==> src/rtl/uart_pkg.sv <==
`default_nettype none
// ============================================================================
//  Module   : uart_pkg
//  Purpose  : Shared UART definitions: receiver state encoding and the
//             oversample tick divider used by both RX and TX paths.
//  Revision : 1.0  initial release
// ============================================================================
package uart_pkg;

    // Receiver frame states; explicit 3-bit encoding
    typedef enum logic [2:0] {
        RX_IDLE  = 3'd0,
        RX_START = 3'd1,
        RX_DATA  = 3'd2,
        RX_STOP  = 3'd3,
        RX_BREAK = 3'd4
    } uart_rx_state_t;

    // Clock cycles per oversample tick, integer-truncated. Clamped to one so a
    // very fast line rate still yields a legal (every-cycle) tick.
    function automatic int unsigned uart_tick_div(
        input int unsigned clk_freq_mhz,
        input int unsigned baud_rate,
        input int unsigned oversample
    );
        int unsigned l_div;
        l_div = (clk_freq_mhz * 32'd1000000) / (baud_rate * oversample);
        return (l_div == 32'd0) ? 32'd1 : l_div;
    endfunction

endpackage
`default_nettype wire

==> src/rtl/uart_tick_gen.sv <==
`default_nettype none
// ============================================================================
//  Module   : uart_tick_gen
//  Purpose  : Free-running oversample tick generator. Emits a one-cycle tick
//             every DIV system clocks, DIV derived from clock, baud rate and
//             oversample factor.
//  Revision : 1.0  initial release
// ============================================================================
module uart_tick_gen
    import uart_pkg::*;
#(
    parameter int unsigned CLK_FREQ_MHZ = 100,
    parameter int unsigned BAUD_RATE    = 115200,
    parameter int unsigned OVERSAMPLE   = 16
) (
    input  logic clk,
    input  logic reset,
    output logic tick
);

    localparam int unsigned c_div   = uart_tick_div(CLK_FREQ_MHZ, BAUD_RATE, OVERSAMPLE);
    localparam int unsigned c_cnt_w = (c_div > 1) ? $clog2(c_div) : 1;
    localparam logic [c_cnt_w-1:0] c_last = c_cnt_w'(c_div - 1);

    logic [c_cnt_w-1:0] r_cnt;

    // Divider counter wrapping DIV-1 -> 0
    always_ff @(posedge clk) begin
        if (reset) begin
            r_cnt <= '0;
        end else if (r_cnt == c_last) begin
            r_cnt <= '0;
        end else begin
            r_cnt <= r_cnt + 1'b1;
        end
    end

    assign tick = (r_cnt == c_last);

endmodule
`default_nettype wire

==> src/rtl/uart_rx_deser.sv <==
`default_nettype none
// ============================================================================
//  Module   : uart_rx_deser
//  Purpose  : 8N1 UART receiver. Synchronizes the line, oversamples each bit,
//             decides every bit by a 3-sample mid-bit majority and presents
//             the byte on a valid/ready holding register with frame-error and
//             overrun pulses.
//  Revision : 1.0  initial release
// ============================================================================
module uart_rx_deser
    import uart_pkg::*;
#(
    parameter int unsigned CLK_FREQ_MHZ = 100,
    parameter int unsigned BAUD_RATE    = 115200,
    parameter int unsigned OVERSAMPLE   = 16
) (
    input  logic       clk,
    input  logic       reset,
    input  logic       rx,
    output logic       out_valid,
    input  logic       out_ready,
    output logic [7:0] out_data,
    output logic       frame_err,
    output logic       overrun
);

    localparam int unsigned c_samp_w = $clog2(OVERSAMPLE);
    localparam logic [c_samp_w-1:0] c_mid_lo = c_samp_w'(OVERSAMPLE / 2 - 1);
    localparam logic [c_samp_w-1:0] c_mid    = c_samp_w'(OVERSAMPLE / 2);
    localparam logic [c_samp_w-1:0] c_mid_hi = c_samp_w'(OVERSAMPLE / 2 + 1);
    localparam logic [c_samp_w-1:0] c_last   = c_samp_w'(OVERSAMPLE - 1);

    logic                r_sync_q1;
    logic                r_sync_q2;
    uart_rx_state_t      r_state;
    logic [c_samp_w-1:0] r_samp_cnt;
    logic [2:0]          r_bit_cnt;
    logic [7:0]          r_shift;
    logic [1:0]          r_vote;
    logic                r_out_valid;
    logic [7:0]          r_out_data;
    logic                r_frame_err;
    logic                r_overrun;

    logic                w_tick;
    logic                w_rx;
    logic [c_samp_w-1:0] w_samp_idx;
    logic                w_majority;
    logic                w_at_vote;
    logic                w_byte_done;
    logic                w_stop_bad;

    uart_tick_gen #(
        .CLK_FREQ_MHZ (CLK_FREQ_MHZ),
        .BAUD_RATE    (BAUD_RATE),
        .OVERSAMPLE   (OVERSAMPLE)
    ) u_tick_gen (
        .clk   (clk),
        .reset (reset),
        .tick  (w_tick)
    );

    // Two-flop synchronizer; resets to the idle line level
    always_ff @(posedge clk) begin
        if (reset) begin
            r_sync_q1 <= 1'b1;
            r_sync_q2 <= 1'b1;
        end else begin
            r_sync_q1 <= rx;
            r_sync_q2 <= r_sync_q1;
        end
    end

    assign w_rx = r_sync_q2;

    // Index of the tick being processed within the current bit (wraps per bit)
    assign w_samp_idx = (r_samp_cnt == c_last) ? '0 : r_samp_cnt + 1'b1;

    // Two mid-bit samples are stored; the third is the live value at the vote
    assign w_majority = (r_vote[1] & r_vote[0]) |
                        (r_vote[1] & w_rx)      |
                        (r_vote[0] & w_rx);

    assign w_at_vote   = w_tick && (w_samp_idx == c_mid_hi);
    assign w_byte_done = (r_state == RX_STOP) && w_at_vote &&  w_majority;
    assign w_stop_bad  = (r_state == RX_STOP) && w_at_vote && !w_majority;

    // Frame state machine: start detect, bit sampling, stop check, break wait
    always_ff @(posedge clk) begin
        if (reset) begin
            r_state    <= RX_IDLE;
            r_samp_cnt <= '0;
            r_bit_cnt  <= 3'd0;
            r_shift    <= 8'h00;
            r_vote     <= 2'b00;
        end else if (w_tick) begin
            r_samp_cnt <= w_samp_idx;
            if ((w_samp_idx == c_mid_lo) || (w_samp_idx == c_mid)) begin
                r_vote <= {r_vote[0], w_rx};
            end
            case (r_state)
                RX_IDLE: begin
                    // The tick that first sees the line low is tick 0 of the start bit
                    r_samp_cnt <= '0;
                    if (!w_rx) begin
                        r_state <= RX_START;
                    end
                end
                RX_START: begin
                    if ((w_samp_idx == c_mid_hi) && w_majority) begin
                        r_state <= RX_IDLE;
                    end else if (w_samp_idx == c_last) begin
                        r_state   <= RX_DATA;
                        r_bit_cnt <= 3'd0;
                    end
                end
                RX_DATA: begin
                    if (w_samp_idx == c_mid_hi) begin
                        r_shift <= {w_majority, r_shift[7:1]};
                    end
                    if (w_samp_idx == c_last) begin
                        if (r_bit_cnt == 3'd7) begin
                            r_state <= RX_STOP;
                        end
                        r_bit_cnt <= r_bit_cnt + 3'd1;
                    end
                end
                RX_STOP: begin
                    // Decide at mid-stop so a back-to-back start bit is not missed
                    if (w_samp_idx == c_mid_hi) begin
                        r_state <= w_majority ? RX_IDLE : RX_BREAK;
                    end
                end
                RX_BREAK: begin
                    r_samp_cnt <= '0;
                    if (w_rx) begin
                        r_state <= RX_IDLE;
                    end
                end
                default: begin
                    r_state <= RX_IDLE;
                end
            endcase
        end
    end

    // Holding register with valid/ready handshake and one-cycle event pulses
    always_ff @(posedge clk) begin
        if (reset) begin
            r_out_valid <= 1'b0;
            r_out_data  <= 8'h00;
            r_frame_err <= 1'b0;
            r_overrun   <= 1'b0;
        end else begin
            r_frame_err <= w_stop_bad;
            r_overrun   <= w_byte_done && r_out_valid && !out_ready;
            if (w_byte_done && (!r_out_valid || out_ready)) begin
                r_out_valid <= 1'b1;
                r_out_data  <= r_shift;
            end else if (r_out_valid && out_ready) begin
                r_out_valid <= 1'b0;
            end
        end
    end

    assign out_valid = r_out_valid;
    assign out_data  = r_out_data;
    assign frame_err = r_frame_err;
    assign overrun   = r_overrun;

endmodule
`default_nettype wire

==> config.mk <==
export PLATFORM = sky130hd
export DESIGN_NAME = uart_rx_deser
export DESIGN_NICKNAME = d
export VERILOG_FILES = /design/src/rtl/uart_pkg.sv /design/src/rtl/uart_tick_gen.sv /design/src/rtl/uart_rx_deser.sv
export SDC_FILE = /design/constraint.sdc
export NUM_CORES = 1
export LEC_CHECK = 0
export CAP_MARGIN = 20
export CORE_MARGIN = 2
export CORE_UTILIZATION = 40
export CTS_BUF_LIST = sky130_fd_sc_hd__clkbuf_16
export DETAILED_ROUTE_END_ITERATION = 10
export GPL_TIMING_DRIVEN = 0
export SYNTH_ARGS = -nofsm -noshare
export SYNTH_HDL_FRONTEND = slang
export SYNTH_SLANG_ARGS = --single-unit
==> constraint.sdc <==
create_clock -name clk -period 2.3 [get_ports clk]
set_clock_uncertainty 0.05 [all_clocks]
set_input_delay 0.23 -clock clk [delete_from_list [all_inputs] [get_ports clk]]
set_output_delay 0.23 -clock clk [all_outputs]
set_load 0.05 [all_outputs]
==> flow_results.xml, run 1 <==
<?xml version="1.0" encoding="UTF-8"?>
<metrics>
  <group name="worst_hold_path">
    <metric name="timing.hold.worst_endpoint" unit="">r_sync_q2$_SDFF_PP1_</metric>
    <metric name="hold_path.startpoint" unit="">r_sync_q1$_SDFF_PP1_</metric>
    <metric name="cell_depth_of_the_worst_min_delay_path" unit="">1</metric>
    <metric name="min-delay-path-class" unit="">reg -&gt; reg</metric>
  </group>
  <group name="synth">
    <metric name="mappedNetlistArea" unit="um^2">1840</metric>
    <metric name="synth_xor_xnor_area_share" unit="%">2.86</metric>
    <metric name="netlist_instances" unit="">189</metric>
    <metric name="post_synthesis_compound_gate_area_fraction" unit="%">8.52</metric>
    <metric name="ys_ff_latch" unit="">39</metric>
    <metric name="synth-edff-count" unit="">0</metric>
    <metric name="synth_sequential_area_ratio" unit="%">42.5</metric>
    <metric name="yosys-top-cells-count" unit="">dfxtp_1 (39), nor2_1 (24), mux2i_1 (19)</metric>
    <metric name="yosysMostFrequentCell" unit="">dfxtp_1</metric>
    <metric name="synth.lib_cells_used.distinct" unit="">47</metric>
    <metric name="synth-adder-area-share" unit="%">6.00</metric>
    <metric name="post_synthesis_area_per_instance" unit="um^2">9.71</metric>
    <metric name="synth_top_family_by_area" unit="">simple AND/OR/NAND/NOR gates</metric>
    <metric name="post_synth_and_or_nand_nor_area_fraction" unit="%">23.4</metric>
    <metric name="synth_async_sr_flop_share" unit="%">0</metric>
    <metric name="mappedNetlistNets" unit="">201</metric>
    <metric name="post-synth-top-area-fraction" unit="%">42.5</metric>
    <metric name="synth_mux_area_share" unit="%">11.6</metric>
    <metric name="synth.largest_area_cell" unit="">dfxtp_1</metric>
    <metric name="postSynth.topFlopCell" unit="">dfxtp_1</metric>
    <metric name="synth.top_cells.by_area" unit="">dfxtp_1 (43%), mux2i_1 (10%), ha_1 (5.5%), nor2_1 (4.9%), nor3_1 (2.5%)</metric>
    <metric name="yosys_warnings" unit="">0</metric>
  </group>
  <group name="setup_path">
    <metric name="regToRegEndpoint" unit="">r_state[2]$_SDFFE_PP0P_</metric>
    <metric name="critical_path.startpoint_type" unit="">register</metric>
    <metric name="cp_cell_instances" unit="">ha_1 &gt; buf_6 &gt; and4bb_2 &gt; a311oi_1 &gt; a2111oi_2 &gt; mux2i_1 &gt; nor2_1</metric>
    <metric name="critical_path_arrival" unit="ns">2.30</metric>
    <metric name="worstReg2RegStart" unit="">r_samp_cnt[0]$_SDFFE_PP0P_</metric>
    <metric name="cp_top_family" unit="">compound AO/OA/AOI/OAI gates</metric>
    <metric name="timing.reg2reg.setup_slack" unit="ns">0.10</metric>
    <metric name="slowest_delay" unit="ns">0.50</metric>
    <metric name="path_buf_inv" unit="">1</metric>
    <metric name="cp_max_fo" unit="">10</metric>
    <metric name="r2r_cell_count" unit="">7</metric>
    <metric name="slowest_stage" unit="">a2111oi_2</metric>
    <metric name="path_class" unit="">reg -&gt; reg</metric>
    <metric name="crit_path_end_kind" unit="">register</metric>
    <metric name="required" unit="ns">2.40</metric>
  </group>
  <group name="die">
    <metric name="dieHeight" unit="um">71.7</metric>
    <metric name="pin_count" unit="">15</metric>
    <metric name="chipWidth" unit="um">71.7</metric>
    <metric name="full_die_area" unit="um^2">5150</metric>
    <metric name="num_rows" unit="">24</metric>
    <metric name="core" unit="um^2">4380</metric>
    <metric name="floorplan.initialDensity" unit="%">41.9</metric>
  </group>
  <group name="placement">
    <metric name="place.gp.congestion" unit="">0.800</metric>
    <metric name="placed_cell_area" unit="um^2">2040</metric>
    <metric name="io_buffers" unit="">14</metric>
    <metric name="hpwlAfterDp" unit="mm">2.53</metric>
  </group>
  <group name="layout">
    <metric name="areaGrowthSynthToFinish" unit="%">20.2</metric>
    <metric name="antenna_diode_instance_count" unit="">0</metric>
    <metric name="finalInstanceArea" unit="um^2">2210</metric>
    <metric name="layout-drive-gt1-share" unit="%">12.3</metric>
    <metric name="nets" unit="">222</metric>
  </group>
  <group name="routing">
    <metric name="final_antenna_net_count" unit="">0</metric>
    <metric name="via_per_inst" unit="">5.36</metric>
    <metric name="drt_wl_total" unit="mm">3.58</metric>
    <metric name="total_via_count_in_the_routed_design" unit="">1409</metric>
    <metric name="avgRoutedWirePerCell" unit="um">13.6</metric>
    <metric name="drt_pass1_iterations" unit="">4</metric>
    <metric name="drc" unit="">0</metric>
    <metric name="drt_iter0_drc" unit="">29</metric>
  </group>
  <group name="sta">
    <metric name="setup_viol" unit="">0</metric>
    <metric name="finalMaxSlewViolations" unit="">0</metric>
    <metric name="timing.fmax" unit="GHz">0.455</metric>
    <metric name="fin_setup_tns" unit="ns">0</metric>
    <metric name="period_minus_slack" unit="ns">2.20</metric>
    <metric name="fin_crit_sh" unit="%">95.5</metric>
    <metric name="grt_setup_unrepaired" unit="">false</metric>
    <metric name="worst_slew_pin_slew" unit="ns">0.602</metric>
    <metric name="hold_viol_final" unit="">0</metric>
    <metric name="max_slew_margin" unit="%">59.8</metric>
  </group>
  <group name="clock_tree">
    <metric name="clk_latency" unit="ns">0.27</metric>
    <metric name="cts_sinks" unit="">39</metric>
    <metric name="clock_tree.root_cell" unit="">clkbuf_16</metric>
    <metric name="cts_htree_levels" unit="">2</metric>
    <metric name="cts_tree" unit="">yes</metric>
    <metric name="max-clock-path-buffers" unit="">2</metric>
    <metric name="cts_buffers" unit="">5</metric>
    <metric name="worst_setup_hold_path_clk_slew" unit="ns">0.06</metric>
  </group>
  <group name="pwr">
    <metric name="ir_worst_vdd" unit="mV">0.318</metric>
    <metric name="power.density" unit="nW/um^2">617</metric>
    <metric name="finalPower" unit="mW">1.36</metric>
    <metric name="p_leak" unit="nW">0.839</metric>
  </group>
  <group name="grt">
    <metric name="via_count_of_the_first_global_routing_pass" unit="">1364</metric>
    <metric name="grt_busiest_layer" unit="">met2</metric>
    <metric name="grt_pass1_wl" unit="mm">6.02</metric>
    <metric name="maximum_number_of_pins_on_one_net_before_global_route_repair" unit="">13</metric>
    <metric name="globalRouteMet3Util" unit="%">3.94</metric>
    <metric name="groute.usage.overall" unit="%">14.7</metric>
    <metric name="grtUsageMet1" unit="%">17.9</metric>
    <metric name="globalRoute.totalOverflow" unit="">0</metric>
    <metric name="grt_util_met2" unit="%">24.8</metric>
    <metric name="antenna_violations_before_repair" unit="">0</metric>
  </group>
  <group name="outcome">
    <metric name="run_status" unit="">completed</metric>
  </group>
  <group name="flow_run">
    <metric name="cap_violations" unit="">0</metric>
  </group>
</metrics>
-- state kept, by name (all words and copies together) (netlist names) --
name	flops
frame_err	1
out_data	8
out_valid	1
overrun	1
r_bit_cnt	3
r_samp_cnt	4
r_shift	8
r_state	3
r_sync_q1	1
r_sync_q2	1
r_vote	2
u_tick_gen.r_cnt	6
-- power breakdown --
group	total [mW]	leakage, nW	internal, mW	switching [mW]
clock	0.639	0.0649	0.393	0.246
sequential	0.688	0.315	0.682	0.00590
combinational	0.0339	0.459	0.0148	0.0191
-- layout make-up --
type	instances	area, um^2
plain buffers	10	73.8
clock buffers	5	125
clock inverters	3	15.0
fillers	405	2180
inverters	4	15.0
multi-input cells	135	972
flip-flops and latches	39	781
well taps	52	65.1
repair buffers	15	160
-- stage by stage --
stage	hold slack [ns]	cells	utilization, %	worst slack [ns]
after global placement	0.358	255	46.5	-0.0399
after global routing	0.377	263	50.3	0.0150
after CTS	0.371	263	50.3	0.0154
after detailed placement	0.356	255	46.5	-0.0801
after floorplan	0.284	189	-	0.199
final	0.363	263	50.3	0.103
-- worst max-delay path by stage --
stage / start / end / cells past startpoint
6_report: r_samp_cnt[0]$_SDFFE_PP0P_ / r_state[2]$_SDFFE_PP0P_ / 7
5_1_grt: r_samp_cnt[1]$_SDFFE_PP0P_ / r_bit_cnt[0]$_SDFFE_PP0P_ / 7
4_1_cts: r_samp_cnt[0]$_SDFFE_PP0P_ / r_state[2]$_SDFFE_PP0P_ / 7
3_5_place_dp: r_samp_cnt[1]$_SDFFE_PP0P_ / r_bit_cnt[0]$_SDFFE_PP0P_ / 7
3_3_place_gp: r_samp_cnt[1]$_SDFFE_PP0P_ / r_bit_cnt[0]$_SDFFE_PP0P_ / 7
2_1_floorplan: r_samp_cnt[0]$_SDFFE_PP0P_ / r_shift[3]$_SDFFE_PP0P_ / 8
-- cell usage in the layout (no fill, tap or decap), drive strengths merged, types with 3 or more instances in the layout --
| cell type | count |
|---|---|
| a21oi | 8 |
| and3 | 3 |
| buf | 4 |
| clkbuf | 12 |
| clkdlybuf4s50 | 14 |
| dfxtp | 39 |
| ha | 8 |
| inv | 4 |
| mux2i | 19 |
| nand2 | 10 |
| nand3 | 4 |
| nand3b | 3 |
| nor2 | 24 |
| nor2b | 3 |
| nor3 | 9 |
| nor4 | 3 |
| o21ai | 4 |
| or2 | 3 |
| xnor2 | 4 |
-- layer usage --
layer	part of all wire, %	up-vias
li1	-	704
met1	48	668
met2	46	30
met3	3.6	7
met4	1.7	0
met5	0	-
-- worst register-to-register path, cell delays in order, from the launching register on --
cell	delay (ns)
dfxtp_1	0.37
ha_1	0.23
buf_6	0.14
and4bb_2	0.35
a311oi_1	0.09
a2111oi_2	0.50
mux2i_1	0.27
nor2_1	0.06
-- logic make-up after synthesis --
kind of cell,after synthesis
flops,39
mux,21
xor+xnor,6
compound gates,22
buf+inv,15
fa+ha+maj,9
simple gates,77
-- repair_timing --
action                                  in CTS  in global routing
endpoints found under the setup margin      13                 12
buffers inserted                             1                  0
hold buffers                                 0                  0
pin swaps                                    1                  1
resized for setup                            3                  2
Note: power is estimated with default switching activity, not from simulation.
==> run 2, diff against run 1 <==
Settings changed: CTS_CLUSTER_SIZE set to 28.
==> results of run 2 <==
The final DEF is identical to that of run 1; final timing and power are the same.
